$ cat config.mk
export PLATFORM = sky130hd
export DESIGN_NAME = alu_srcb_stage_flat
export DESIGN_NICKNAME = d
export VERILOG_FILES = /design/src/rtl/alu_srcb_pkg.sv /design/src/rtl/alu_srcb_if.sv /design/src/rtl/alu_srcb_sel.sv /design/src/rtl/alu_srcb_stage.sv /design/src/flat_wrapper.sv
export SDC_FILE = /design/constraint.sdc
export NUM_CORES = 1
export LEC_CHECK = 0
export ABC_CLOCK_PERIOD_IN_PS = 1300
export CORE_MARGIN = 1.5
export CORE_UTILIZATION = 45
export DETAILED_ROUTE_END_ITERATION = 7
export HOLD_SLACK_MARGIN = 0.02
export PLACE_DENSITY = 0.76
export SYNTH_ARGS = -nofsm -noshare
export SYNTH_HDL_FRONTEND = slang
export SYNTH_HIERARCHICAL = 1
export SYNTH_SLANG_ARGS = --single-unit
$ cat constraint.sdc
create_clock -name clk -period 1.3 [get_ports clk]
set_input_delay 0.26 -clock clk [delete_from_list [all_inputs] [get_ports clk]]
set_output_delay 0.26 -clock clk [all_outputs]
set_load 0.01 [all_outputs]
$ cat src/rtl/alu_srcb_pkg.sv
// Shared encodings for the ALU operand-B source stage.
// Select codes and buffer FSM states.
package alu_srcb_pkg;

  localparam logic [2:0] SEL_B     = 3'b000;
  localparam logic [2:0] SEL_CONST = 3'b001;
  localparam logic [2:0] SEL_SEXT  = 3'b010;
  localparam logic [2:0] SEL_SEXT4 = 3'b011;
  localparam logic [2:0] SEL_ZEXT  = 3'b100;
  localparam logic [2:0] SEL_LUI   = 3'b101;

  typedef enum logic [1:0] {
    ST_EMPTY = 2'd0,
    ST_ONE   = 2'd1,
    ST_TWO   = 2'd2
  } state_t;

endpackage

$ cat src/rtl/alu_srcb_if.sv
// Request/response handshake bundle for the operand-B stage.
// master = requester/consumer side, slave = the stage.
interface alu_srcb_if #(
  parameter int DATA_W = 32,
  parameter int IMM_W  = 16
) ();

  logic              in_valid;
  logic              in_ready;
  logic [2:0]        sel;
  logic [DATA_W-1:0] b_in;
  logic [IMM_W-1:0]  imm_in;
  logic              out_valid;
  logic              out_ready;
  logic [DATA_W-1:0] out_data;
  logic              out_err;

  modport master (
    output in_valid, sel, b_in, imm_in, out_ready,
    input  in_ready, out_valid, out_data, out_err
  );

  modport slave (
    input  in_valid, sel, b_in, imm_in, out_ready,
    output in_ready, out_valid, out_data, out_err
  );

endinterface

$ cat src/rtl/alu_srcb_sel.sv
// Combinational operand-B select, extend and shift.
// Reserved select codes yield zero data with err set.
module alu_srcb_sel
  import alu_srcb_pkg::*;
#(
  parameter int DATA_W    = 32,
  parameter int IMM_W     = 16,
  parameter int CONST_VAL = 4
) (
  input  logic [2:0]        sel,
  input  logic [DATA_W-1:0] b_in,
  input  logic [IMM_W-1:0]  imm_in,
  output logic [DATA_W-1:0] data,
  output logic              err
);

  localparam int PAD = DATA_W - IMM_W;

  logic [DATA_W-1:0] sext;
  logic [DATA_W-1:0] zext;
  logic [DATA_W-1:0] lui;
  logic [DATA_W-1:0] sext4;

  assign sext  = {{PAD{imm_in[IMM_W-1]}}, imm_in};
  assign zext  = {{PAD{1'b0}}, imm_in};
  assign lui   = {imm_in, {PAD{1'b0}}};
  assign sext4 = {sext[DATA_W-3:0], 2'b00};

  always_comb begin
    data = '0;
    err  = 1'b0;
    unique case (1'b1)
      (sel == SEL_B):     data = b_in;
      (sel == SEL_CONST): data = DATA_W'(CONST_VAL);
      (sel == SEL_SEXT):  data = sext;
      (sel == SEL_SEXT4): data = sext4;
      (sel == SEL_ZEXT):  data = zext;
      (sel == SEL_LUI):   data = lui;
      default: begin
        data = '0;
        err  = 1'b1;
      end
    endcase
  end

endmodule

$ cat src/rtl/alu_srcb_stage.sv
// Registered operand-B stage with a head/skid buffer so the
// control FSM can stall the ALU without dropping an operand.
module alu_srcb_stage
  import alu_srcb_pkg::*;
#(
  parameter int DATA_W    = 32,
  parameter int IMM_W     = 16,
  parameter int CONST_VAL = 4
) (
  input  logic       clk,
  input  logic       reset,
  input  logic       flush,
  alu_srcb_if.slave  bus
);

  state_t state_q;
  state_t state_d;

  logic [DATA_W:0]   head_q;
  logic [DATA_W:0]   skid_q;
  logic [DATA_W:0]   new_ent;
  logic [DATA_W-1:0] new_data;
  logic              new_err;

  logic in_ready;
  logic out_valid;
  logic in_xfer;
  logic out_xfer;
  logic head_ld;
  logic head_from_skid;
  logic skid_ld;

  alu_srcb_sel #(
    .DATA_W    (DATA_W),
    .IMM_W     (IMM_W),
    .CONST_VAL (CONST_VAL)
  ) u_sel (
    .sel    (bus.sel),
    .b_in   (bus.b_in),
    .imm_in (bus.imm_in),
    .data   (new_data),
    .err    (new_err)
  );

  assign new_ent = {new_err, new_data};

  // Gated by reset so nothing is accepted in the reset cycle.
  assign in_ready  = reset & ~flush & (state_q != ST_TWO);
  assign out_valid = (state_q != ST_EMPTY);
  assign in_xfer   = bus.in_valid & in_ready;
  assign out_xfer  = out_valid & bus.out_ready;

  always_comb begin
    state_d        = state_q;
    head_ld        = 1'b0;
    head_from_skid = 1'b0;
    skid_ld        = 1'b0;
    unique case (state_q)
      ST_EMPTY: begin
        if (in_xfer) begin
          head_ld = 1'b1;
          state_d = ST_ONE;
        end
      end
      ST_ONE: begin
        if (in_xfer && out_xfer) begin
          head_ld = 1'b1;
        end else if (in_xfer) begin
          skid_ld = 1'b1;
          state_d = ST_TWO;
        end else if (out_xfer) begin
          state_d = ST_EMPTY;
        end
      end
      ST_TWO: begin
        if (out_xfer) begin
          head_ld        = 1'b1;
          head_from_skid = 1'b1;
          state_d        = ST_ONE;
        end
      end
      default: state_d = ST_EMPTY;
    endcase
    if (flush) begin
      state_d = ST_EMPTY;
      head_ld = 1'b0;
      skid_ld = 1'b0;
    end
  end

  always_ff @(posedge clk) begin
    if (!reset) begin
      state_q <= ST_EMPTY;
      head_q  <= '0;
      skid_q  <= '0;
    end else begin
      state_q <= state_d;
      if (head_ld) begin
        head_q <= head_from_skid ? skid_q : new_ent;
      end
      if (skid_ld) begin
        skid_q <= new_ent;
      end
    end
  end

  assign bus.in_ready  = in_ready;
  assign bus.out_valid = out_valid;
  assign bus.out_data  = head_q[DATA_W-1:0];
  assign bus.out_err   = head_q[DATA_W];

endmodule

$ cat src/flat_wrapper.sv
// flat-port wrapper written by rule: the top's interface ports become plain ports
module alu_srcb_stage_flat import alu_srcb_pkg::*;
#(
  parameter int DATA_W    = 32,
  parameter int IMM_W     = 16,
  parameter int CONST_VAL = 4
)
  (clk, reset, flush, bus_in_valid, bus_sel, bus_b_in, bus_imm_in, bus_out_ready, bus_in_ready, bus_out_valid, bus_out_data, bus_out_err);
  alu_srcb_if #(.DATA_W(DATA_W), .IMM_W(IMM_W)) bus_i ();
  input  logic clk;
  input  logic reset;
  input  logic flush;
  input wire logic [$bits(bus_i.in_valid)-1:0] bus_in_valid;
  input wire logic [$bits(bus_i.sel)-1:0] bus_sel;
  input wire logic [$bits(bus_i.b_in)-1:0] bus_b_in;
  input wire logic [$bits(bus_i.imm_in)-1:0] bus_imm_in;
  input wire logic [$bits(bus_i.out_ready)-1:0] bus_out_ready;
  output wire logic [$bits(bus_i.in_ready)-1:0] bus_in_ready;
  output wire logic [$bits(bus_i.out_valid)-1:0] bus_out_valid;
  output wire logic [$bits(bus_i.out_data)-1:0] bus_out_data;
  output wire logic [$bits(bus_i.out_err)-1:0] bus_out_err;
  assign bus_i.in_valid = bus_in_valid;
  assign bus_i.sel = bus_sel;
  assign bus_i.b_in = bus_b_in;
  assign bus_i.imm_in = bus_imm_in;
  assign bus_i.out_ready = bus_out_ready;
  assign bus_in_ready = bus_i.in_ready;
  assign bus_out_valid = bus_i.out_valid;
  assign bus_out_data = bus_i.out_data;
  assign bus_out_err = bus_i.out_err;
  alu_srcb_stage #(.DATA_W(DATA_W), .IMM_W(IMM_W), .CONST_VAL(CONST_VAL)) u_core (.clk(clk), .reset(reset), .flush(flush), .bus(bus_i));
endmodule
* Word level (Yosys, flattened, before mapping)
Index checks and enable logic that the tools add are counted. Widths: inputs -> output; s select.
Word-level totals: input bits 56, output and inout port bits 35, bits in registers 68
Operators by class: eq/ne operators 12, bitwise gates (word level) 6, reductions and logical operators 7, mux-type cells 18
Operators with widths (number):
- $pmux 32 s6 | 1
- $mux 33 | 1
- $mux 2 | 5
- $mux 1 | 9
- $eq 3x2->1 const B | 2
- $eq 3x3->1 const B | 2
- $pmux 2 s3 | 1
- $reduce_or 6->1 | 1
- $and 1x1->1 | 4
- $ne 2x1->1 const B | 2
- $ne 2x2->1 const B | 2
- $reduce_and 4->1 | 1
- $eq 3x1->1 const B | 1
- $logic_not 3->1 | 1
- $ne 3x1->1 const B | 1
- $pmux 1 s3 | 1
- $eq 2x1->1 const B | 1
- $eq 2x2->1 const B | 1
- $logic_not 2->1 | 1
- $not 1->1 | 2
- $reduce_bool 2->1 | 1
- $reduce_or 2->1 | 1
- $logic_and 1x1->1 | 1

* Longest topological paths before layout
Gate-level depths: netlist of run 1.
word-level depth 8, mapped depth 8

* Cells and area by module
The synthesis of run 1 kept the hierarchy.
By module, submodules not included:
- alu_srcb_stage | cells an instance 333, instances 1, area each 3083.0 um2
- alu_srcb_sel | cells an instance 129, instances 1, area each 885.8 um2

* Worst setup path after synthesis of run 1
Ideal clock, no wire load.
kind reg-to-reg, start point register u_core.state_q[1], end point register u_core.head_q[0], data required time 1.214 ns, arrival time 1.313 ns, buffers on the path 3, cell stages (with the launch flop) 7, setup slack -0.099 ns, path through dfxtp_1 buf_2 and4bb_1 buf_2 a31o_4 buf_2 a211oi_1
Between the ends: longest elaborated chain between the ends 7, elaborated cells between the ends (all ways) 16, those cells by class eq/ne (3); mux (7); bitwise (3); reduce/logical (3)
RTL lines:
- from (decl) | line alu_srcb_stage.sv:16 | state_t state_q;
- from (signal assigned) | line alu_srcb_stage.sv:97 | state_q <= state_d;
- $ne 2x2->1 | line alu_srcb_stage.sv:48 | assign in_ready = reset & ~flush & (state_q != ST_TWO);
- $and 1x1->1 | line alu_srcb_stage.sv:48
- $and 1x1->1 | line alu_srcb_stage.sv:50 | assign in_xfer = bus.in_valid & in_ready;
- $logic_and 1x1->1 | line alu_srcb_stage.sv:66 | if (in_xfer && out_xfer) begin
- $mux 1 | line alu_srcb_stage.sv:66
- $pmux 1 s3 | line alu_srcb_stage.sv:58 | unique case (state_q)
- $mux 1 | line alu_srcb_stage.sv:84 | if (flush) begin
- to (signal assigned) | line alu_srcb_stage.sv:99 | head_q <= head_from_skid ? skid_q : new_ent;
- to (decl) | line alu_srcb_stage.sv:19 | logic [DATA_W:0] head_q;
Parallel ways exist; a longest one is shown, timed or not. A chain may end at the register's enable or synchronous reset.

* Worst setup path in the final report of run 1
start point input port bus_sel[0], end point register u_core.head_q[23]
Between the ends: longest elaborated chain between the ends 3, elaborated cells between the ends (all ways) 8, those cells by class eq/ne (5); mux (2); reduce/logical (1)
RTL lines:
- from (decl) | line flat_wrapper.sv:14 | input wire logic [$bits(bus_i.sel)-1:0] bus_sel;
- $eq 3x3->1, or another cell as far along | line alu_srcb_sel.sv:38 | (sel == SEL_LUI): data = lui;
- $pmux 32 s6 * | line alu_srcb_sel.sv:32 | unique case (1'b1)
- via u_core.new_data[23] | line alu_srcb_stage.sv:22 | logic [DATA_W-1:0] new_data;
- $mux 33 * | line alu_srcb_stage.sv:99
The timed path passes the listed nets; every way through them passes the cells marked *.

==> results of run 1 <==
[metrics by stage]
step | setup TNS (ns) | util (%)
after floorplan | -0.963 | -
after global placement | -38.42 | 64.7
after detailed placement | -41.28 | 64.7
after CTS | -7.04 | 78.7
after global routing | -16.35 | 84.6
final | -13.13 | 84.6
[cells by family (layout without fill, tap and decap cells)]
family	count (synthesis)	count (layout)
buffers and inverters	62	210
AND/OR/NAND/NOR	84	85
AO/OA/AOI/OAI	202	202
multiplexers	46	46
flip-flops	68	68
[layout make-up]
class	instances	area share, %
multi-input combinational	333	44.0
timing repair buffer	192	32.5
sequential	68	18.8
tap	108	1.85
clock buffer	9	1.69
clock inverter	7	1.03
inverter	2	0.103
[power groups by stage]
stage | Combinational (mW) | Clock, mW | Sequential, mW
floorplan | 0.601 | 0 | 2.25
global placement | 1.20 | 0 | 2.23
global route | 1.73 | 1.94 | 2.20
finish | 1.70 | 1.87 | 2.19
CTS | 1.42 | 1.80 | 2.18
detailed placement | 1.22 | 0 | 2.23
[critical path, stage by stage]
cell and delay [ns]:
clkbuf_2 0.09, buf_6 0.13, buf_4 0.11, buf_6 0.09, and3b_1 0.34, nand2_1 0.17, o21ai_2 0.13, mux2i_1 0.20
a211oi_4 0.32
[flip-flops by register name (all words and copies together), names as in the netlist]
signal,flops
u_core/state_q,2
u_core/skid_q,33
u_core/head_q,33
[final timing paths]
check,slack [ns],to,cells after the start
worst max-delay path,-0.30,u_core/head_q[23]$_SDFFE_PN0P_,9
worst min-delay path,0.39,u_core/state_q[1]$_SDFFE_PP0P_,2
worst max register to register,-0.27,u_core/skid_q[4]$_SDFFE_PN0P_,7
worst min register to register,0.51,u_core/skid_q[12]$_SDFFE_PN0P_,2
[cells in the mapped netlist, drive strengths merged, types with 2 or more instances]
master  number  area (um2)
nor4bb       3        30.0
buf         27         189
nor2b        5        38.8
a32oi       10        87.6
dfxtp       68        1360
nor2         5        28.8
nand2b       3        18.8
a311oi      33         289
mux2i       46         460
nand2       18        67.6
a21oi       54         308
a211oi      37         278
a22oi        2        15.0
inv          2        7.50
nand4        2        12.5
or2          2        12.5
o21ai       62         310
and3b        2        17.5
clkbuf      33         136
nand3       34         170
and2         4        25.0
[per-layer routing]
metal / vias to the layer above / wire length, um / GRT usage (%)
met5: - / 0 / 0
met4: 0 / 1780 / 22.9
met3: 202 / 2890 / 12.1
met2: 629 / 9210 / 62.3
met1: 2460 / 7560 / 47.5
li1: 2083 / - / -
[timing repair]
action	in CTS	in global routing
pin swaps	78	37
cloned	18	4
gates resized for setup	162	88
endpoints found under the setup margin	102	80
hold buffers	0	0
buffers inserted	21	7
==> impl_metrics.ini, run 1 <==
[run_status]
status = finished, violations left
violations = setup timing

[cells_and_area]
final_common_cell = dfxtp_1
final_cell_mix = 61 x dfxtp_1, 47 x clkdlybuf4s50_1, 42 x buf_4, 40 x mux2i_1, 39 x a21oi_2
drive_above_1_share_pct = 49.3
fin_nets = 662
final.fill_count = 399
fin_cells = 719
regArea_um2 = 1380
syn_to_final_growth_pct = 84.1
fin_area_um2 = 7310
multi_input_area_um2 = 3220
antenna_cells = 0

[synthesis]
synthSimpleGateAreaFrac_pct = 12.2
synth_compound_gate_area_share_pct = 33.5
synth-edff-count = 0
syn_inst = 462
yosysSeqAreaShare_pct = 34.3
async_flop_share_pct = 0
synth_mux_area_share_pct = 11.6
synthDistinctLibCells = 42
avgSynthCellArea_um2 = 8.59
ys_seq_elements = 68
ys.flop_type = dfxtp_1
synthAdderAreaFrac_pct = 0
netlist_area_um2 = 3970
yosysWarnings = 6
syn_nets = 518
synth_top_family_by_area = compound AO/OA/AOI/OAI gates
yosys.area_share.xor_xnor_pct = 0

[timing]
period_minus_slack_ns = 1.60
max_slew_margin_pct = 71.3
hold_ws_ns = 0.391
drv_slew = 0
setup_slack_ns = -0.303
worst_pin_slew_ns = 0.427
fin_skew_ns = 0.0193
fmax_ghz = 0.624
finalSetupViolations = 69
rsz0062_at_grt = true
period_share_pct = 123
hold_violations = 0

[worst_setup_path]
crit_arrival_ns = 1.87
crit_type = primary input to flip-flop
cp-end-kind = flip-flop
critPathLaunch = bus_sel[0]
start_kind = primary input
critPathMaxFanout = 7
critPathRequiredTime_ns = 1.56
timing.rr.start = u_core/state_q[1]$_SDFFE_PP0P_

[routing]
route.vias.total = 5374
ant_nets = 0
remaining_drc_errors = 0
avgRoutedWirePerCell_um = 29.8
first_pass_iters = 8
viasPerCell = 7.47
finalWirelength_mm = 21.4
drt_first_iter_violations = 775

[clock_tree]
cts_tree = built
clkSlewWorstSetupHoldPaths_ns = 0.08
cts_buffers = 9
cts_sinks = 68
clockRootBuffer = clkbuf_8
clk_latency_ns = 0.37
htree_levels = 3
clock_path_buffers = 2

[global_route]
grt_max_degree = 35
antenna_found_initial = 0
first_global_vias = 5103
grtUsageTotal_pct = 39.5
grt_overflow = 0
grt_pass1_wl_mm = 29.0

[power_and_ir_drop]
pwr-share-comb_pct = 29.6
peakVddDrop_mv = 0.609
power_mw = 5.77
p_clk_share_pct = 32.4
p_sw_mw = 1.93
swShare_pct = 33.4
p_leak_nw = 2.74
power_frac_seq_pct = 38.0
intPower_mw = 3.84
p_per_area_nw_per_um2 = 789

[run]
maxCapViolations = 0

[floorplan]
initial_utilization_pct = 46.0
num_io_pins = 91
die_w_um = 96.9
rows = 34
die_y_um = 96.9
die_area_um2 = 9390
core_um2 = 8640

[placement]
dp_hpwl_mm = 9.17
dpl_worst_slack_ns = -0.761
gp_congestion = 0.888
place_area_um2 = 5590
place_inst = 655
io_buffers = 90

[hold_path]
worstHoldStart = bus_out_ready
hp-class = primary input to flip-flop
Note: power is estimated with default switching activity, not from simulation.
==> inputs of run 2 (changes only) <==
--- a/constraint.sdc
+++ b/constraint.sdc
@@ -3,2 +3,2 @@
 set_output_delay 0.26 -clock clk [all_outputs]
-set_load 0.01 [all_outputs]
+set_load 0.05 [all_outputs]
==> run 2 against run 1 <==
Effect of this change: the flow finishes with violations (DRC, setup timing); combinational power grew 2%; largest cell class unchanged; sequential share of layout area increased by 0.90 points; final cell count is 0.70% lower; critical path depth down 2.
==> impl_metrics.ini, run 2 (synthesis gave the netlist of run 1 again) <==
[run_status]
status = finished, violations left
violations = DRC, setup timing

[worst_setup_path]
start_kind = flip-flop
cp-end-kind = flip-flop
crit_arrival_ns = 1.84
worstPathCellList = buf_6 -> buf_6 -> nor4bb_4 -> buf_6 -> clkbuf_16 -> nand3_1 -> a21oi_1
timing.rr.start = u_core/state_q[1]$_SDFFE_PP0P_
timing.rr.end = u_core/skid_q[21]$_SDFFE_PN0P_
rrSetupSlack_ns = -0.27
rr_worst_depth = 7
critPathMaxFanout = 8
crit_buf_inv = 4
crit_type = flip-flop to flip-flop
critPathLaunch = u_core/state_q[1]$_SDFFE_PP0P_
critPathMostFrequentCell = buf_6
crit_end = u_core/skid_q[21]$_SDFFE_PN0P_
critical-path-top-delay-family = buffers and inverters
crit_path_top_delay_cell = dfxtp_2
slowest_delay_ns = 0.34
cp.depth = 7
critPathRequiredTime_ns = 1.57

[routing]
remaining_drc_errors = 1
finalWirelength_mm = 17.7
route.vias.total = 4929
ant_nets = 0
viasPerCell = 6.90
first_pass_iters = 8
drt_first_iter_violations = 687
avgRoutedWirePerCell_um = 24.8

[timing]
rsz0062_at_grt = true
hold_violations = 0
drv_slew = 0
setup_slack_ns = -0.266
period_minus_slack_ns = 1.57
worst_pin_slew_ns = 0.385
fmax_ghz = 0.639
max_slew_margin_pct = 74.1
period_share_pct = 120
finalSetupViolations = 68
fin_skew_ns = 0.00779

[cells_and_area]
multi_input_area_um2 = 2790
regArea_um2 = 1360
final.fill_count = 506
antenna_cells = 0
fin_cells = 714
top_regs = u_core/head_q (33), u_core/skid_q (33), u_core/state_q (2)
final_common_cell = dfxtp_1
drive_above_1_share_pct = 42.6
final_cell_mix = 66 x dfxtp_1, 55 x buf_12, 47 x clkdlybuf4s50_1, 47 x buf_4, 43 x mux2i_1
postLayoutCoreUtil_pct = 80.1
fin_nets = 657
syn_to_final_growth_pct = 74.3

[global_route]
grt_max_degree = 35
grt_pass1_wl_mm = 25.5
grtUsageTotal_pct = 34.3
grt_overflow = 0
antenna_found_initial = 0
first_global_vias = 4837

[clock_tree]
clock_path_buffers = 2
htree_levels = 3
clkSlewWorstSetupHoldPaths_ns = 0.08
cts_sinks = 68
ctsHoldBuffers = 0
cts_buffers = 9
cts_tree = built
clk_latency_ns = 0.35
clockRootBuffer = clkbuf_8

[run]
maxCapViolations = 0

[placement]
gp_congestion = 0.949
dpl_worst_slack_ns = -0.761
io_buffers = 90
place_inst = 666
dp_hpwl_mm = 9.31

[power_and_ir_drop]
p_per_area_nw_per_um2 = 832
peakVddDrop_mv = 0.727
p_leak_nw = 2.62
power_mw = 5.75

[floorplan]
rows = 34
die_w_um = 96.9
core_um2 = 8640
num_io_pins = 91
die_area_um2 = 9390
die_y_um = 96.9
initial_utilization_pct = 46.0

[hold_path]
hp-class = primary input to flip-flop
run 2: cell types whose count changed in the layout (fill, tap and decap cells not counted), moves of 13 or more:
cell / delta
buf_12: +31
dlygate4sd2_1: -24
nand3_1: +18
o21ai_1: +18
a21oi_1: +15
a21oi_2: -13
nand3_4: -13
run 2: final cells by class:
cell class,count,share of cell area (%)
Clock buffer,10,1.99
Clock inverter,6,0.922
Inverter,2,0.109
Multi-Input combinational cell,335,40.4
Sequential cell,68,19.7
Tap cell,108,1.95
Timing Repair Buffer,185,34.9
run 2: worst min-delay path by stage:
stage / startpoint / depth (start not counted) / endpoint / slack [ns]
2_1_floorplan: bus_out_ready / 1 / u_core/state_q[1]$_SDFFE_PP0P_ / 0.34
3_3_place_gp: u_core/skid_q[26]$_SDFFE_PN0P_ / 2 / u_core/skid_q[26]$_SDFFE_PN0P_ / 0.46
3_5_place_dp: u_core/skid_q[3]$_SDFFE_PN0P_ / 2 / u_core/skid_q[3]$_SDFFE_PN0P_ / 0.47
4_1_cts: bus_out_ready / 2 / u_core/state_q[1]$_SDFFE_PP0P_ / 0.35
5_1_grt: bus_out_ready / 2 / u_core/state_q[1]$_SDFFE_PP0P_ / 0.42
6_report: bus_out_ready / 2 / u_core/state_q[1]$_SDFFE_PP0P_ / 0.40
run 2: stage by stage:
stage	area [um2]	hold slack (ns)	TNS [ns]
after global placement	5960	0.459	-39.11
final	6920	0.400	-13.18
after global routing	6920	0.422	-16.92
after detailed placement	5960	0.468	-41.45
after CTS	6620	0.349	-8.30
after floorplan	4270	0.339	-0.917
run 2: routing by layer:
metal | part of all wire [%] | GRT usage [%]
met4 | 5.1 | 19.5
met2 | 48 | 56.4
met1 | 35 | 40.3
met3 | 11 | 9.03
met5 | 0 | 0
run 2: what timing repair did:
action	CTS	global route
endpoints found under the setup margin	69	69
resized for setup	68	41
buffers inserted	15	6
cloned	7	4
pin swaps	12	8
run 2: report_power, final:
part / switching, mW / internal (mW)
sequential: 0.0746 / 2.14
clock: 0.869 / 0.934
combinational: 0.903 / 0.832
total: 1.85 / 3.91
==> inputs of run 3 (changes only) <==
ABC_CLOCK_PERIOD_IN_PS = 2000   (was 1300)
CTS_BUF_LIST = sky130_fd_sc_hd__clkbuf_8   (was default)
PLACE_DENSITY = 0.73   (was 0.76)
clock period = 2 ns   (was 1.3 ns; I/O delays follow)
==> run 3 against run 2 <==
Effect of this change: the run now ends clean; clock skew grew 0.0035 ns; final cell count shrank 9.0%; worst hold slack gained 0.077 ns; clock power shrank 30%; power shrank 40%; routed wire length shrank 28%; non-clock buffer count shrank 61; highest routed layer unchanged; register-to-register slack gained 0.50 ns; worst setup slack gained 0.31 ns; utilization shrank 18 points; combinational power shrank 54%.
==> impl_metrics.ini, run 3 (synthesis gave the netlist of run 1 again) <==
[placement]
gp_congestion = 0.906
dpl_worst_slack_ns = -0.209
dp_hpwl_mm = 8.47
place_area_um2 = 5110
io_buffers = 90
place_inst = 634

[worst_setup_path]
critPathRequiredTime_ns = 1.60
crit_path_top_delay_cell = clkdlybuf4s50_1
cp.depth = 1
cp-end-kind = output pin
crit_buf_inv = 1
critPathMaxFanout = 2
worstPathCellList = clkdlybuf4s50_1
critical-path-top-delay-family = buffers and inverters
crit_type = flip-flop to output pin
slowest_delay_ns = 0.82
crit_arrival_ns = 1.56
rr_worst_depth = 3
start_kind = flip-flop

[clock_tree]
cts_resized = 0
cts_sinks = 68
clkSlewWorstSetupHoldPaths_ns = 0.08
post_cts_buffers = 0
htree_levels = 3
clockRootBuffer = clkbuf_8
clock_path_buffers = 2
ctsHoldBuffers = 0
clk_latency_ns = 0.35
cts_tree = built
cts_buffers = 9

[routing]
ant_nets = 0
avgRoutedWirePerCell_um = 19.6
finalWirelength_mm = 12.7
first_pass_iters = 5
drt_first_iter_violations = 351
remaining_drc_errors = 0
route.vias.total = 4137
viasPerCell = 6.36

[timing]
finalSetupViolations = 0
worst_pin_slew_ns = 0.557
max_slew_margin_pct = 62.8
rsz0062_at_grt = false
drv_slew = 0
hold_violations = 0
fmax_ghz = 0.510
period_share_pct = 98.0
setup_slack_ns = 0.0398
fin_skew_ns = 0.0113
period_minus_slack_ns = 1.96

[power_and_ir_drop]
peakVddDrop_mv = 0.314
pwr-share-comb_pct = 23.1
power_frac_seq_pct = 40.8
p_clk_share_pct = 36.1
intPower_mw = 2.43
swShare_pct = 30.1
power_mw = 3.48
p_per_area_nw_per_um2 = 653
p_leak_nw = 1.98
p_sw_mw = 1.05

[cells_and_area]
final_cell_mix = 88 x clkdlybuf4s50_1, 68 x dfxtp_1, 46 x mux2i_1, 44 x a21oi_1, 37 x a211oi_1
fin_area_um2 = 5330
drive_above_1_share_pct = 13.1
final_common_cell = clkdlybuf4s50_1
fin_nets = 593
top_regs = u_core/head_q (33), u_core/skid_q (33), u_core/state_q (2)
postLayoutCoreUtil_pct = 61.7
syn_to_final_growth_pct = 34.2
final.fill_count = 764
antenna_cells = 0
fin_cells = 650

[run]
maxCapViolations = 0

[floorplan]
num_io_pins = 91
die_y_um = 96.9
die_w_um = 96.9
initial_utilization_pct = 46.0
die_area_um2 = 9390
core_um2 = 8640
rows = 34

[run_status]
status = completed

[global_route]
grt_max_degree = 67
grtUsageTotal_pct = 26.2
antenna_found_initial = 0
grt_pass1_wl_mm = 19.9
first_global_vias = 3873
grt_overflow = 0

[hold_path]
min_path_cells = 2
hp-class = flip-flop to flip-flop
==> run 3: per-stage QoR <==
step	setup TNS (ns)	hold WS, ns
after floorplan	0	0.453
after global placement	-1.73	0.459
after detailed placement	-3.65	0.467
after CTS	0	0.477
after global routing	0	0.499
final	0	0.477
==> run 3: worst reg2reg max path: stages (launching register included) <==
cell	delay [ns]
dfxtp_1	0.44
nor2_2	0.52
a31o_4	0.53
a211oi_1	0.15
==> run 3: final cells by class <==
| cell class | instances | area [um2] | share of cell area (%) |
|---|---|---|---|
| inverter | 2 | 7.51 | 0.141 |
| tap | 108 | 135 | 2.54 |
| sequential | 68 | 1360 | 25.6 |
| timing repair buffer | 124 | 1310 | 24.7 |
| clock inverter | 7 | 92.6 | 1.74 |
| multi-input combinational | 332 | 2290 | 43.0 |
| clock buffer | 9 | 124 | 2.33 |
==> run 3: per-layer routing <==
layer	global-route usage (%)	wire (um)	up-vias
met4	12.3	401	0
met2	40.8	5840	233
met1	35.3	5410	1948
met3	4.34	1070	33
met5	0	0	-
li1	-	-	1923
==> run 3: power groups by stage <==
stage	Clock [mW]	Sequential, mW	Combinational [mW]
2_1_floorplan	0	1.56	0.338
3_3_place_gp	0	1.45	0.783
3_5_place_dp	0	1.45	0.795
4_1_cts	1.27	1.42	0.797
5_1_grt	1.33	1.42	0.848
6_report	1.26	1.42	0.804
==> run 3: path summary, 6_finish.rpt <==
path / startpoint / end / slack (ns)
setup / recovery: u_core/head_q[13]$_SDFFE_PN0P_ / bus_out_data[13] / 0.04
hold reg to reg: u_core/skid_q[9]$_SDFFE_PN0P_ / u_core/skid_q[9]$_SDFFE_PN0P_ / 0.48
hold / removal: u_core/skid_q[9]$_SDFFE_PN0P_ / u_core/skid_q[9]$_SDFFE_PN0P_ / 0.48
setup reg to reg: u_core/state_q[1]$_SDFFE_PP0P_ / u_core/head_q[11]$_SDFFE_PN0P_ / 0.23
==> variant (settings of run 2) <==
Encoding of `state_t`: now one-hot (3 bits for 3 states).
--- a/src/rtl/alu_srcb_pkg.sv
+++ b/src/rtl/alu_srcb_pkg.sv
@@ -9,10 +9,10 @@
   localparam logic [2:0] SEL_ZEXT  = 3'b100;
   localparam logic [2:0] SEL_LUI   = 3'b101;
 
-  typedef enum logic [1:0] {
-    ST_EMPTY = 2'd0,
-    ST_ONE   = 2'd1,
-    ST_TWO   = 2'd2
+  typedef enum logic [2:0] {
+    ST_EMPTY = 3'b001,
+    ST_ONE   = 3'b010,
+    ST_TWO   = 3'b100
   } state_t;
 
 endpackage
Formal check against the unedited RTL: no difference found for any inputs over 10 cycles, from zero or initial values and one cycle with reset low; not proved beyond that.
==> variant against run 2 <==
- the run ends with negative setup slack left
- total power fell by 9.6%
- count of clock-buffer cells in the layout up 1
- worst hold slack improved by 0.010 ns
- routed wire length decreased by 26%
- area after synthesis rose by 3.4%
- worst setup slack worse by 0.096 ns
- design area fell by 5.6%
- sequential cell count grew 1
- synthesized cell count decreased by 3.5%
- sequential power shrank 3%
- utilization shrank 5.6 points
- largest cell class unchanged
- largest power group unchanged
==> variant: results <==
export IMPL_synth_distinct_cells=37
export IMPL_cts_resized_gates=37
export IMPL_met3_usage=0.0369
export IMPL_use_met2=0.450
export IMPL_synth_compound_area_frac=0.120
export IMPL_drive_gt1_frac=0.352
export IMPL_power_switching_w=0.00144
export IMPL_nNetsFinal=638
export IMPL_gp_congestion=0.914
export IMPL_ys_top_cells_by_area="dfxtp_1, mux2i_1, mux2_2"
export IMPL_whs_path_depth=4
export IMPL_setup_viol=69
export IMPL_synth_area_per_cell_um2=9.20
export IMPL_totalWireLength_mm=13.0
export IMPL_status="finished with violations"
export IMPL_slowest_delay_ns=0.32
export IMPL_muxShareOfSynthArea=0.284
export IMPL_grt_max_degree=78
export IMPL_cp_max_fo=9
export IMPL_finalHoldWorstSlack_ns=0.410
export IMPL_ir_drop_uv=410
export IMPL_crit_end="u_core/head_q[28]"
export IMPL_finalSetupTns_ns=-17.57
export IMPL_place_area_mm2=0.00573
export IMPL_cp_arrival_ns=1.94
export IMPL_fin_ws_ns=-0.362
export IMPL_violations="negative setup slack"
export IMPL_reg2reg_from="u_core/state_q[2]"
export IMPL_grt_total_usage=0.264
export IMPL_dpl_worst_slack_ns=-0.868
export IMPL_wl_met2_mm=6.50
export IMPL_use_met1=0.342
export IMPL_postCtsSetupRepairBufs=18
export IMPL_min_delay_start="bus_in_valid"
export IMPL_viasPerCell=5.62
export IMPL_worstMarginPinSlew_ns=0.693
-- variant: cell types whose count changed in the layout (fill, tap and decap cells not counted), sizes merged, moves of 31 or more --
cell,before,now
a211oi,37,4
a21oi,54,20
a311oi,33,0
mux2,0,34
mux2i,46,78
nand2,18,86
nand3,34,2
nor2b,5,39
o21ai,62,31
-- variant: power by group through the flow --
stage	Sequential, W	Clock (W)	Combinational (W)
3_3_place_gp	0.00221	0	0.00104
5_1_grt	0.00217	0.00193	0.00126
6_report	0.00216	0.00184	0.00120
4_1_cts	0.00216	0.00184	0.00115
2_1_floorplan	0.00227	0	0.000527
3_5_place_dp	0.00221	0	0.00106
-- variant: cells by family after synthesis --
family / after synthesis
and+or+nand+nor: 151
muxes: 112
AOI/OAI and AO/OA: 73
DFF: 69
buffers and inverters: 41
-- variant: cell type report --
class	count	area [µm²]
multi-input cells	336	2690
fillers	592	2230
repair buffers	164	2110
flip-flops and latches	69	1390
clock buffers	11	151
well taps	108	135
clock inverters	4	47.5
inverters	2	7.51
